--- src/rtl/beep_pkg.sv ---
// Shared types, state encoding and tune tables for the beep sequencer.
// Table entries are packed {half, dur}; dur == 0 ends a tune, half == 0 is a rest.
package beep_pkg;

    localparam int PKG_HALF_W  = 20;
    localparam int PKG_DUR_W   = 8;
    localparam int PKG_ENTRY_W = PKG_HALF_W + PKG_DUR_W;

    typedef enum logic [1:0] {
        IDLE  = 2'd0,
        FETCH = 2'd1,
        PLAY  = 2'd2,
        DONE  = 2'd3
    } state_e;

    typedef struct packed {
        logic [PKG_HALF_W-1:0] half;
        logic [PKG_DUR_W-1:0]  dur;
    } note_t;

    function automatic note_t note_entry(input int half, input int dur);
        note_t n;
        n.half = PKG_HALF_W'(half);
        n.dur  = PKG_DUR_W'(dur);
        return n;
    endfunction

    // Half-periods assume a 100 MHz clk; durations are 10 ms ticks.
    function automatic note_t game_tune(input int tune, input int idx);
        note_t n;
        n = note_entry(0, 0);
        case (tune)
            1: begin
                case (idx)
                    0: n = note_entry(95556, 10);
                    1: n = note_entry(75843, 10);
                    2: n = note_entry(63776, 10);
                    3: n = note_entry(47778, 30);
                    default: ;
                endcase
            end
            3: begin
                case (idx)
                    0: n = note_entry(127551, 20);
                    1: n = note_entry(151686, 20);
                    2: n = note_entry(0, 10);
                    3: n = note_entry(191109, 40);
                    default: ;
                endcase
            end
            default: ;
        endcase
        return n;
    endfunction

    // Short table sized for simulation with a tiny TICK_CYCLES.
    function automatic note_t sim_tune(input int tune, input int idx);
        note_t n;
        n = note_entry(0, 0);
        case (tune)
            0: if (idx == 0) n = note_entry(4, 1);
            1: begin
                case (idx)
                    0: n = note_entry(3, 2);
                    1: n = note_entry(0, 1);
                    default: ;
                endcase
            end
            2: if (idx == 0) n = note_entry(5, 1);
            3: begin
                case (idx)
                    0: n = note_entry(2, 1);
                    1: n = note_entry(3, 1);
                    2: n = note_entry(1, 1);
                    3: n = note_entry(2, 1);
                    4: n = note_entry(3, 1);
                    5: n = note_entry(1, 1);
                    6: n = note_entry(2, 1);
                    7: n = note_entry(4, 1);
                    default: ;
                endcase
            end
            default: ;
        endcase
        return n;
    endfunction

endpackage

--- src/rtl/beep_tune_rom.sv ---
// Registered tune lookup: (tune, idx) -> {half, dur} one clock later.
module beep_tune_rom
    import beep_pkg::*;
#(
    parameter int MODE_W  = 2,
    parameter int NI_W    = 3,
    parameter int HALF_W  = 20,
    parameter int DUR_W   = 8,
    parameter int SIM_ROM = 0
) (
    input  logic                     clk,
    input  logic [MODE_W-1:0]        tune,
    input  logic [NI_W-1:0]          idx,
    output logic [HALF_W+DUR_W-1:0]  entry_q
);

    note_t                    pkg_note;
    logic [HALF_W+DUR_W-1:0]  entry_d;

    always_comb begin
        if (SIM_ROM != 0) begin
            pkg_note = sim_tune(int'(tune), int'(idx));
        end else begin
            pkg_note = game_tune(int'(tune), int'(idx));
        end
        entry_d = {HALF_W'(pkg_note.half), DUR_W'(pkg_note.dur)};
    end

    always_ff @(posedge clk) begin
        entry_q <= entry_d;
    end

endmodule

--- src/rtl/beep_sequencer.sv ---
// Plays a multi-note tune from the tune ROM whenever the game mode changes into
// a mode selected by PLAY_MASK; drives a registered square wave to the buzzer.
module beep_sequencer
    import beep_pkg::*;
#(
    parameter int                        MODE_W      = 2,
    parameter int                        TUNE_LEN    = 8,
    parameter int                        HALF_W      = 20,
    parameter int                        DUR_W       = 8,
    parameter int                        TICK_CYCLES = 1000000,
    parameter logic [(2**MODE_W)-1:0]    PLAY_MASK   = 4'b1010,
    parameter int                        SIM_ROM     = 0,
    localparam int                       NI_W        = (TUNE_LEN > 1) ? $clog2(TUNE_LEN) : 1
) (
    input  logic              clk,
    input  logic              rst,
    input  logic [MODE_W-1:0] gamemode,
    input  logic              mute,
    output logic              beep,
    output logic              busy,
    output logic              done,
    output logic [NI_W-1:0]   note_idx
);

    localparam int             TW       = (TICK_CYCLES > 1) ? $clog2(TICK_CYCLES) : 1;
    localparam logic [TW-1:0]  TICK_MAX = TW'(TICK_CYCLES - 1);
    localparam logic [NI_W-1:0] LAST_IDX = NI_W'(TUNE_LEN - 1);

    state_e              state_q, state_d;
    logic [MODE_W-1:0]   prev_mode_q;
    logic [MODE_W-1:0]   tune_q, tune_d;
    logic [NI_W-1:0]     note_idx_q, note_idx_d;
    logic [TW-1:0]       tick_q, tick_d;
    logic [DUR_W-1:0]    dur_q, dur_d;
    logic [HALF_W-1:0]   half_q, half_d;
    logic [HALF_W-1:0]   half_cnt_q, half_cnt_d;
    logic                tog_q, tog_d;
    logic                beep_q, beep_d;
    logic                busy_q, busy_d;
    logic                done_q, done_d;

    logic [HALF_W+DUR_W-1:0] rom_entry;
    logic [HALF_W-1:0]       rom_half;
    logic [DUR_W-1:0]        rom_dur;
    logic                    mode_change, trigger, abort, note_end;

    assign rom_half = rom_entry[DUR_W +: HALF_W];
    assign rom_dur  = rom_entry[DUR_W-1:0];

    assign mode_change = (gamemode != prev_mode_q);
    assign trigger     = mode_change &&  PLAY_MASK[gamemode];
    assign abort       = mode_change && !PLAY_MASK[gamemode];
    assign note_end    = (tick_q == '0) && (dur_q == DUR_W'(1));

    // ROM is addressed with next-state values so its output is valid during FETCH.
    beep_tune_rom #(
        .MODE_W  (MODE_W),
        .NI_W    (NI_W),
        .HALF_W  (HALF_W),
        .DUR_W   (DUR_W),
        .SIM_ROM (SIM_ROM)
    ) u_rom (
        .clk     (clk),
        .tune    (tune_d),
        .idx     (note_idx_d),
        .entry_q (rom_entry)
    );

    always_comb begin
        state_d    = state_q;
        tune_d     = tune_q;
        note_idx_d = note_idx_q;
        tick_d     = tick_q;
        dur_d      = dur_q;
        half_d     = half_q;
        half_cnt_d = half_cnt_q;
        tog_d      = tog_q;

        case (state_q)
            IDLE: ;
            FETCH: begin
                if (rom_dur == '0) begin
                    state_d = DONE;
                end else begin
                    state_d    = PLAY;
                    half_d     = rom_half;
                    half_cnt_d = rom_half - HALF_W'(1);
                    dur_d      = rom_dur;
                    tick_d     = TICK_MAX;
                    tog_d      = 1'b0;
                end
            end
            PLAY: begin
                if (tick_q == '0) begin
                    tick_d = TICK_MAX;
                    dur_d  = dur_q - DUR_W'(1);
                end else begin
                    tick_d = tick_q - TW'(1);
                end
                if (half_q != '0) begin
                    if (half_cnt_q == '0) begin
                        half_cnt_d = half_q - HALF_W'(1);
                        tog_d      = ~tog_q;
                    end else begin
                        half_cnt_d = half_cnt_q - HALF_W'(1);
                    end
                end
                if (note_end) begin
                    if (note_idx_q == LAST_IDX) begin
                        state_d = DONE;
                    end else begin
                        state_d    = FETCH;
                        note_idx_d = note_idx_q + NI_W'(1);
                    end
                end
            end
            DONE: state_d = IDLE;
            default: state_d = IDLE;
        endcase

        // A new mode overrides whatever the tune was doing this cycle.
        if (trigger) begin
            state_d    = FETCH;
            tune_d     = gamemode;
            note_idx_d = '0;
        end else if (abort) begin
            state_d = IDLE;
        end

        busy_d = (state_d == FETCH) || (state_d == PLAY);
        done_d = (state_d == DONE);
        beep_d = (state_d == PLAY) && tog_d && !mute;
    end

    always_ff @(posedge clk) begin
        prev_mode_q <= gamemode;
        if (rst) begin
            state_q    <= IDLE;
            tune_q     <= '0;
            note_idx_q <= '0;
            tick_q     <= '0;
            dur_q      <= '0;
            half_q     <= '0;
            half_cnt_q <= '0;
            tog_q      <= 1'b0;
            beep_q     <= 1'b0;
            busy_q     <= 1'b0;
            done_q     <= 1'b0;
        end else begin
            state_q    <= state_d;
            tune_q     <= tune_d;
            note_idx_q <= note_idx_d;
            tick_q     <= tick_d;
            dur_q      <= dur_d;
            half_q     <= half_d;
            half_cnt_q <= half_cnt_d;
            tog_q      <= tog_d;
            beep_q     <= beep_d;
            busy_q     <= busy_d;
            done_q     <= done_d;
        end
    end

    assign beep     = beep_q;
    assign busy     = busy_q;
    assign done     = done_q;
    assign note_idx = note_idx_q;

endmodule

--- config.mk ---
export PLATFORM = sky130hd
export DESIGN_NAME = beep_sequencer
export DESIGN_NICKNAME = d
export VERILOG_FILES = /design/src/rtl/beep_pkg.sv /design/src/rtl/beep_tune_rom.sv /design/src/rtl/beep_sequencer.sv
export SDC_FILE = /design/constraint.sdc
export NUM_CORES = 1
export LEC_CHECK = 0
export CORE_MARGIN = 2
export CORE_UTILIZATION = 65
export DETAILED_ROUTE_END_ITERATION = 7
export PLACE_DENSITY_LB_ADDON = 0.12
export REMOVE_ABC_BUFFERS = 1
export SYNTH_ARGS = -nofsm -noshare
export SYNTH_HDL_FRONTEND = slang
export SYNTH_HIERARCHICAL = 1
export SYNTH_SLANG_ARGS = --single-unit
export TNS_END_PERCENT = 20
--- constraint.sdc ---
create_clock -name clk -period 6.9 [get_ports clk]
set_input_delay 1.725 -clock clk [delete_from_list [all_inputs] [get_ports clk]]
set_output_delay 1.725 -clock clk [all_outputs]
set_load 0.01 [all_outputs]
# [After elaboration in Yosys (flattened, before gate mapping)]
# Index checks and enable logic that the tools add are counted.
# W data, S select, Z words.
[op_classes] addsub=6 n_lt_le_gt_ge=1 eq_ne=17 n_mux=30 n_bitwise=2 reduce_logical=18
[op_table] op="$pmux W26 S4" count=1
[op_table] op="$mux W20" count=5
[op_table] op="$pmux W25 S4" count=1
[op_table] op="$pmux W20 S2" count=2
[op_table] op="$sub A20 B1 Y20 const B" count=4
[op_table] op="$pmux W28 S2" count=1
[op_table] op="$logic_not A20 Y1" count=2
[op_table] op="$reduce_bool A20 Y1" count=1
[op_table] op="$mux W8" count=2
[op_table] op="$pmux W8 S2" count=1
[op_table] op="$mux W3" count=4
[op_table] op="$eq A2 B2 Y1 const B" count=5
[op_table] op="$mux W2" count=5
[op_table] op="$eq A8 B1 Y1 const B" count=1
[op_table] op="$logic_not A8 Y1" count=1
[op_table] op="$sub A8 B1 Y8 const B" count=1
[op_table] op="$eq A2 B1 Y1 const B" count=3
[op_table] op="$eq A3 B2 Y1 const B" count=2
[op_table] op="$ne A2 B2 Y1 const B" count=3
[op_table] op="$pmux W2 S3" count=1
[op_table] op="$reduce_and A3 Y1" count=2
[op_table] op="$logic_and A1 B1 Y1" count=5
[op_table] op="$mux W1" count=5
[op_table] op="$reduce_and A2 Y1" count=2
[op_table] op="12 further kinds" count=14
[totals] reg_bits=109 in_bits=5 out_inout_bits=6 wordCells=87

# [Longest topological paths before layout]
# Gate-level depths: netlist of run 1.
[logic_depth] word_depth=9 depth_mapped=18

# [Hierarchy]
# The synthesis of run 1 kept the hierarchy.
[by_module_without_submodules] module="beep_sequencer" instances=1 cells_per_inst=552 area_per_inst_um2=4510.6
[by_module_without_submodules] module="beep_tune_rom" instances=1 cells_per_inst=74 area_per_inst_um2=765.7

# [Worst setup path before layout of run 1]
# Ideal clock, no wire load.
[synth_timing] kind="register to register" startpoint="reg state_q[0]" endpoint="reg half_cnt_q[16]" setup_ps=91 arrival_ps=3670 t_required_ps=6809 setup_slack_ps=3139 path_stages_with_launch=18 period_less_slack_ps=3761 cell_sequence="dfxtp_1 -> inv_1 -> ha_1 -> buf_2 -> buf_2 -> buf_2 -> buf_1 -> clkbuf_1 -> buf_1 -> nand2_1 -> o21ai_0 -> ha_1 -> nor4b_1 -> o22ai_1 -> a41o_1 -> nor3_1 -> nand4_1 -> a311oi_1"
[synth_between] elab_chain_cells=3 word_cells_on_any_way=7
[synth_rtl] element="start: declaration" line_no="beep_sequencer.sv:29" source="state_e state_q, state_d;"
[synth_rtl] element="start signal: assignment" line_no="beep_sequencer.sv:150" source="state_q <= state_d;"
[synth_rtl] element="$eq A2 B2 Y1 or $eq A2 B1 Y1 (tied branches)" line_no="beep_sequencer.sv:79" source="case (state_q)"
[synth_rtl] element="$ne A2 B2 Y1 (no source line) or $reduce_bool A2 Y1 (tied branches)"
[synth_rtl] element="$reduce_and A3 Y1 (no source line)"
[synth_rtl] element="end signal: assignment" line_no="beep_sequencer.sv:156" source="half_cnt_q <= half_cnt_d;"
[synth_rtl] element="end: declaration" line_no="beep_sequencer.sv:36" source="logic [HALF_W-1:0] half_cnt_q, half_cnt_d;"
# Several ways; a longest one is shown, not always the timed one.
# A chain may end at the register's enable or synchronous reset.

# [Worst setup path in the final report of run 1]
[layout_timing] startpoint="reg half_cnt_q[16]" endpoint="reg half_cnt_q[10]"
[layout_between] elab_chain_cells=4
[layout_rtl] element="$logic_not A20 Y1" line_no="beep_sequencer.sv:101" source="if (half_cnt_q == '0) begin"
[layout_rtl] element="$mux W20" line_no="beep_sequencer.sv:101"
[layout_rtl] element="$mux W20" line_no="beep_sequencer.sv:100" source="if (half_q != '0) begin"
[layout_rtl] element="$pmux W20 S2" line_no="beep_sequencer.sv:79"
# No other way between the ends. The select of a mux whose other input is x is not followed.

==> flow_summary.toml, run 1 <==
[run_status]
status = "finished, final reports clean"

[floorplanning]
core-area_um2 = 7810
ios = 11
rows = 32
initial_utilization_pct = 67.6
die_area_um2 = 8850
die_h_um = 94.1
die_w_um = 94.1

[logic_synthesis]
async_flop_share_pct = 0
seq_area_frac_synth_pct = 38.7
netlist_area_um2 = 5280
synth_edf_count = 0
yosys_most_used_dff = "dfxtp_1"
yosysTopAreaCellShare_pct = 38.7
avgSynthCellArea_um2 = 8.43
synthCells = 626
ys_top_cells_by_count = "dfxtp_1, nor2_1, a21oi_1"
synth_top_area_cell = "dfxtp_1"
ys_warn_count = 6
synthTopCellsByArea = "dfxtp_1, nor2_1, mux2i_1"
yosysUniqueCellTypes = 70
synth_seq_cells = 102
synth_most_common_cell = "dfxtp_1"

[placement]
gp_congestion = 0.929
preCtsSetupSlack_ns = 2.84
portBuffers = 10
hpwl_um = 7920

[setup_path]
crit_fanout = 8
cp_data_required_time_ns = 7.19
crit_type = "reg2reg"
path_delay_family = "simple AND/OR/NAND/NOR gates"
path_buf_inv = 1
start_kind = "flop"
rr_worst_depth = 13
arrival_ns = 4.23
worst-r2r-setup-slack_ns = 2.95
timing.rr.start = "half_cnt_q[16]$_SDFFE_PP0P_"
regToRegEndpoint = "half_cnt_q[10]$_SDFFE_PP0P_"
critPathMaxStageDelay_ns = 0.68
crit_chain = "nor3_1, nand2_1, nor2_1, a21oi_1, a21oi_1, inv_1, ha_1, and4bb_2, o22ai_1, a41o_1, nor2_1, a221o_1, a311oi_1"
critical_path.slowest_cell = "nor3_1"
end_kind = "flop"

[sta]
setup_viol = 0
rsz0062_at_grt = "false"
finalMaxSlewViolations = 0
fin_ws_ns = 2.95
final_hold_viol_count = 0
finClkSkew_ns = 0.0101
fin_crit_sh_pct = 57.2
period_needed_ns = 3.95
finalSetupTns_ns = 0
fmax_mhz = 253
slew_headroom_pct = 20.3
worst_pin_slew_ns = 1.19

[drt]
drc = 0
drt_wl_total_um = 11300
drt_iter0_markers = 321
first_pass_iters = 5
routed_via_density = 6.23
vias = 4463
wire_per_inst_um = 15.8
ant_nets = 0

[clock_network]
cts_buffers = 9
cts_buffer_depth = 2
cts_tree = "built"
ctsResizeCount = 0
clk_pin_slew_ns = 0.10
cts.sink_count = 102
htreeDepth = 3
cts_setup_buffers = 0
clock_latency_ns = 0.38
clockRootBuffer = "clkbuf_8"
hold_buffers = 0

[worst_hold_path]
hold_path_depth = 2
min_path_type = "reg2reg"
hold_end = "dur_q[5]$_SDFFE_PP0P_"
holdCritStartpoint = "dur_q[5]$_SDFFE_PP0P_"

[finish]
fill_cells = 664
multi_input_area_um2 = 2980
antenna_cells = 0
fin_util_pct = 70.8
nNetsFinal = 625
drive_gt1_share_pct = 7.17
synthToLayoutAreaGrowth_pct = 4.72
ff_latch_area_um2 = 2040

[grt]
first_global_vias = 3935
grt_pass1_wl_um = 19000
overflow = 0
grt_max_degree = 66
antenna_found_initial = 0
grt_usage_pct = 27.1

[pwr]
powerDensity_nw_per_um2 = 245
p_leak_nw = 2.07
ir_drop_v = 0.000177

[run]
maxCapViolCount = 0
## placed cells by master, fill, tap and decap left out, drive strengths merged, types with 4 or more instances in the layout
cell type,instances
nand3,12
nand2,33
a31oi,18
a21o,4
nand4,10
nand2b,13
o21ai,16
xor2,5
a211oi,12
nor2b,12
clkdlybuf4s50,9
a311oi,12
o31ai,4
nor3,21
nor3b,5
dfxtp,102
or3,6
o22ai,4
conb,5
inv,17
mux2i,27
buf,4
nor4,22
a21oi,44
ha,11
nor2,92
a31o,4
and2,5
xnor2,21
clkbuf,9
or4,8
## routing by layer
metal	track usage [%]	vias up	share of wire (%)
li1	-	2232	-
met4	6.88	0	1.2
met2	43.0	112	46
met5	0	-	0
met1	36.3	2102	48
met3	7.78	17	4.6
## cells by family after synthesis
logic type,after synthesis,synth area share [%]
other,1,0.0711
flip-flops,102,38.7
AND/OR/NAND/NOR,255,25.4
XOR/XNOR,26,4.32
AO/OA/AOI/OAI,141,17.8
buffers and inverters,60,5.36
adder cells (fa/ha/maj),11,2.61
multiplexers,30,5.76
## registers in the layout, summed over array words and instances, names as in the netlist
register,flops
beep,1
busy,1
done,1
dur_q,8
half_cnt_q,20
half_q,20
note_idx,3
prev_mode_q,2
state_q,2
tick_q,20
tog_q,1
tune_q,2
u_rom/entry_q,21
## power breakdown
part | internal (mW) | leakage [nW] | switching [mW]
Combinational | 0.112 | 1.13 | 0.169
Sequential | 0.634 | 0.836 | 0.0479
Clock | 0.173 | 0.103 | 0.217
## layout make-up
class	count	share of cell area, %
repair buffers	13	2.13
clock inverters	7	1.49
well taps	102	2.31
flip-flops and latches	102	37.0
clock buffers	9	2.24
multi-input cells	468	53.8
inverters	15	1.02
## stage by stage
| step | hold slack (ns) | area, um^2 | std cells | total power, mW |
|---|---|---|---|---|
| floorplan | 0.447 | 5060 | 585 | 0.895 |
| global placement | 0.467 | 5320 | 700 | 0.963 |
| detailed placement | 0.477 | 5320 | 700 | 0.969 |
| CTS | 0.493 | 5530 | 716 | 1.35 |
| global route | 0.514 | 5530 | 716 | 1.43 |
| finish | 0.493 | 5530 | 716 | 1.35 |
## worst min-delay path, cell delays in order, from the launching register on
cell and delay [ns]:
dfxtp_1 0.32, o21ai_0 0.07, a21oi_1 0.07
## how the worst max path moves through the flow
stage | slack, ns | from | endpoint | cells past startpoint
floorplan | 2.28 | state_q[0]$_SDFF_PP0_ | half_cnt_q[7]$_SDFFE_PP0P_ | 6
global placement | 2.99 | gamemode[0] | u_rom/entry_q[23]$_DFF_P_ | 7
detailed placement | 2.84 | gamemode[0] | u_rom/entry_q[19]$_DFF_P_ | 7
CTS | 3.10 | half_cnt_q[16]$_SDFFE_PP0P_ | half_cnt_q[10]$_SDFFE_PP0P_ | 13
global route | 2.66 | half_cnt_q[16]$_SDFFE_PP0P_ | half_cnt_q[10]$_SDFFE_PP0P_ | 13
finish | 2.95 | half_cnt_q[16]$_SDFFE_PP0P_ | half_cnt_q[10]$_SDFFE_PP0P_ | 13
Note: power is estimated with default switching activity, not from simulation.
==> inputs of run 2 (changes only) <==
- CORE_UTILIZATION: 65 -> 56
- clock period: 6.9 -> 3.3 ns (I/O delays scaled with it)
==> flow_summary.toml, run 2 (synthesis results as in run 1) <==
[run_status]
status = "finished, final reports clean"

[clock_network]
cts.sink_count = 102
htreeDepth = 3
clockRootBuffer = "clkbuf_8"
cts_tree = "built"
clock_latency_ns = 0.38
cts_setup_buffers = 0
cts_buffer_depth = 2
hold_buffers = 0
cts_buffers = 9
clk_pin_slew_ns = 0.10

[floorplanning]
initial_utilization_pct = 57.4
ios = 11
die_h_um = 101
rows = 35
core-area_um2 = 9200
die_w_um = 101
die_area_um2 = 10200

[finish]
fill_cells = 801
final_cell_mix = "dfxtp_1, nor2_1, a21oi_1"
layout_commonest_cell = "dfxtp_1"
final_area_um2 = 5770
nNetsFinal = 650
synthToLayoutAreaGrowth_pct = 9.39
antenna_cells = 0
drive_gt1_share_pct = 11.9
top_register = "u_rom/entry_q"
largest_reg_flops = 21

[pwr]
ir_drop_v = 0.000264
p_leak_nw = 2.20
powerDensity_nw_per_um2 = 504
power.total_mw = 2.91

[grt]
grt_pass1_wl_um = 20800
met3_usage_pct = 5.76
grt-busiest-layer = "met2"
first_global_vias = 4253
overflow = 0
grt_max_degree = 41
grt_use_met1_pct = 34.6
antenna_found_initial = 0
grt_usage_pct = 25.7
met2_usage_pct = 42.3

[setup_path]
arrival_ns = 3.34
crit_fanout = 5
start_kind = "flop"
cp_data_required_time_ns = 3.59
end_kind = "flop"
crit_type = "reg2reg"
rr_worst_depth = 13

[drt]
drt_wl_total_um = 12700
routed_via_density = 6.22
first_pass_iters = 5
drc = 0
vias = 4656
drt_iter0_markers = 320
ant_nets = 0
wire_per_inst_um = 16.9

[sta]
worst_pin_slew_ns = 0.659
period_needed_ns = 3.05
hold_ws_ns = 0.494
fin_crit_sh_pct = 92.4
fin_ws_ns = 0.250
fmax_mhz = 328
finalMaxSlewViolations = 0
final_hold_viol_count = 0
finClkSkew_ns = 0.00647
rsz0062_at_grt = "false"
setup_viol = 0
slew_headroom_pct = 55.7

[placement]
portBuffers = 10
preCtsSetupSlack_ns = 0.138
hpwl_um = 8880
gp_congestion = 0.968
placed_cell_area_um2 = 5520

[worst_hold_path]
min_path_type = "reg2reg"
hold_path_depth = 2

[run]
maxCapViolCount = 0
==> run 2: cell count changes in the layout (fill, tap and decap cells not counted), sizes merged <==
cell,delta
buf,+25
inv,-2
clkbuf,+1
==> run 2: worst paths after layout <==
check | start | endpoint | slack [ns]
setup / recovery | half_cnt_q[19]$_SDFFE_PP0P_ | half_cnt_q[10]$_SDFFE_PP0P_ | 0.25
hold / removal | dur_q[5]$_SDFFE_PP0P_ | dur_q[5]$_SDFFE_PP0P_ | 0.49
setup reg to reg | half_cnt_q[19]$_SDFFE_PP0P_ | half_cnt_q[10]$_SDFFE_PP0P_ | 0.25
hold reg to reg | dur_q[5]$_SDFFE_PP0P_ | dur_q[5]$_SDFFE_PP0P_ | 0.49
==> run 2: critical path: stages (launching register included) <==
cell and delay (ns):
dfxtp_1 0.33, nor4_2 0.33, nand4_1 0.20, nor2_2 0.26, a21oi_1 0.12, a21oi_2 0.16, inv_1 0.06, ha_1 0.21
and4bb_2 0.25, o22ai_1 0.17, a41o_2 0.20, nor2_1 0.08, a221o_1 0.34, a311oi_1 0.26
==> run 2: report_power, final <==
group | internal [mW] | switching [mW]
combinational | 0.287 | 0.395
sequential | 1.33 | 0.0991
clock | 0.369 | 0.436
==> run 2: final cells by class <==
class,instances,area (um^2),share of cell area [%]
clock buffers,10,138,2.38
repair buffers,38,305,5.29
inverters,15,56.3,0.976
flip-flops and latches,102,2040,35.4
clock inverters,5,60.1,1.04
well taps,111,139,2.41
multi-input cells,468,3030,52.5
==> run 2: metal layers <==
layer,vias up,routed length (um)
met4,0,193
met3,21,731
met2,154,5920
met1,2202,5840
met5,-,0
li1,2279,-
==> run 2: what timing repair did <==
action	4_1_cts	5_1_grt
gates resized for setup	0	10
endpoints found under the hold margin	0	0
endpoints found under the setup margin	0	11
==> run 2: per-stage QoR <==
step / utilization, % / setup TNS [ns] / std cells
2_1_floorplan: - / -37.37 / 585
3_3_place_gp: 60.0 / 0 / 734
3_5_place_dp: 60.0 / 0 / 734
4_1_cts: 62.1 / 0 / 749
5_1_grt: 62.8 / 0 / 749
6_report: 62.8 / 0 / 749
==> inputs of run 3 (changes only) <==
- CORE_UTILIZATION: 56 -> 62
- MAX_ROUTING_LAYER: unset -> met4
- clock period: 3.3 -> 3.2 ns (I/O delays scaled with it)
==> flow_summary.toml, run 3 (synthesis results as in run 1) <==
[setup_path]
crit_path_start = "state_q[0]$_SDFF_PP0_"
timing.rr.start = "state_q[0]$_SDFF_PP0_"
crit_fanout = 18
crit_type = "reg2reg"
cp_data_required_time_ns = 3.48
end_kind = "flop"
start_kind = "flop"
rr_worst_depth = 8
arrival_ns = 3.39

[sta]
period_needed_ns = 3.11
fmax_mhz = 321
finalMaxSlewViolations = 0
finClkSkew_ns = 0.0132
fin_crit_sh_pct = 97.3
finalSetupTns_ns = 0
final_hold_viol_count = 0
slew_headroom_pct = 54.0
worst_pin_slew_ns = 0.683
setup_viol = 0

[drt]
vias = 4646
routed_via_density = 6.24
wire_per_inst_um = 16.5
drt_wl_total_um = 12300
drc = 0
drt_iter0_markers = 348
ant_nets = 0
first_pass_iters = 5

[clock_network]
cts_buffers = 9
cts_buffer_depth = 2
cts_tree = "built"
cts.sink_count = 102
cts_setup_buffers = 0
clockRootBuffer = "clkbuf_8"
clk_pin_slew_ns = 0.11
htreeDepth = 3
clock_latency_ns = 0.38
hold_buffers = 0

[grt]
overflow = 0
antenna_found_initial = 0
grt_max_degree = 41
grt_pass1_wl_um = 20300
first_global_vias = 4330
grt_usage_pct = 28.7

[run_status]
status = "finished, final reports clean"

[placement]
hpwl_um = 8850
portBuffers = 10
gp_congestion = 0.870

[finish]
nNetsFinal = 651
antenna_cells = 0
synthToLayoutAreaGrowth_pct = 9.53
top_register = "u_rom/entry_q"
layout_commonest_cell = "dfxtp_1"
drive_gt1_share_pct = 12.3
final_cell_mix = "dfxtp_1, nor2_1, a21oi_1"
fill_cells = 673
largest_reg_flops = 21

[pwr]
p_leak_nw = 2.21
powerDensity_nw_per_um2 = 511
seqPwrFrac_pct = 49.7
ir_drop_v = 0.000284
power.total_mw = 2.95
p_int_mw = 1.96
switching_share_pct = 33.5
p_comb_share_pct = 23.6
pwr-share-clk_pct = 26.7
switchingPower_uw = 989

[worst_hold_path]
min_path_type = "reg2reg"
holdCritStartpoint = "dur_q[5]$_SDFFE_PP0P_"
hold_path_depth = 2

[floorplanning]
core-area_um2 = 8220
ios = 11
die_area_um2 = 9260
die_w_um = 96.3
die_h_um = 96.3
initial_utilization_pct = 64.2
rows = 33

[run]
maxCapViolCount = 0
[run 3: cell types whose count changed in the layout (fill, tap and decap cells not counted), sizes merged]
cell,delta
buf,+1
bufinv,-1
clkbuf,-1
clkinvlp,-1
inv,+4
[run 3: final timing paths]
check                                 to  slack, ns
min                dur_q[5]$_SDFFE_PP0P_       0.49
max reg2reg  half_cnt_q[13]$_SDFFE_PP0P_       0.09
max          half_cnt_q[13]$_SDFFE_PP0P_       0.09
min reg2reg        dur_q[5]$_SDFFE_PP0P_       0.49
[run 3: power groups by stage]
stage / Clock, mW / Sequential, mW / Combinational (mW)
finish: 0.788 / 1.47 / 0.695
global route: 0.853 / 1.48 / 0.764
CTS: 0.807 / 1.46 / 0.674
detailed placement: 0 / 1.49 / 0.668
global placement: 0 / 1.48 / 0.655
floorplan: 0 / 1.46 / 0.466
[run 3: area by class of cell]
type	instances	area, um^2	area share [%]
tap	105	131	2.27
inverter	15	56.3	0.974
clock buffer	9	124	2.14
clock inverter	7	65.1	1.13
multi-input combinational	468	3030	52.5
sequential	102	2040	35.4
timing repair buffer	39	325	5.63
[run 3: timing repair]
item | 4_1_cts | 5_1_grt
pin swaps | 0 | 3
gates resized for setup | 1 | 10
gates cloned | 0 | 0
setup endpoints to repair | 1 | 12
[run 3: critical path, cell delays in order (launching register included)]
cell      delay [ns]
dfxtp_1         0.34
inv_1           0.17
ha_4            0.28
nor3b_1         0.37
o22ai_1         0.21
o21bai_1        0.30
or4_1           0.56
or4_1           0.50
a311oi_1        0.29
[run 3: routing by layer]
metal / track usage, % / vias to the layer above / wire (um)
met5: - / - / 0
met4: 8.10 / 0 / 153
met3: 4.86 / 14 / 720
met2: 46.6 / 159 / 5940
met1: 37.0 / 2189 / 5500
li1: - / 2284 / -
[run 3: metrics by stage]
step	hold WS, ns	util (%)	setup WS [ns]	cell area (um^2)	cells
after floorplan	0.447	-	-1.42	5060	585
after global placement	0.472	67.3	0.00503	5530	729
after detailed placement	0.474	67.3	-0.0145	5530	729
after CTS	0.492	69.7	0.0192	5730	745
after global routing	0.519	70.3	-0.0389	5780	745
final	0.492	70.3	0.0874	5780	745
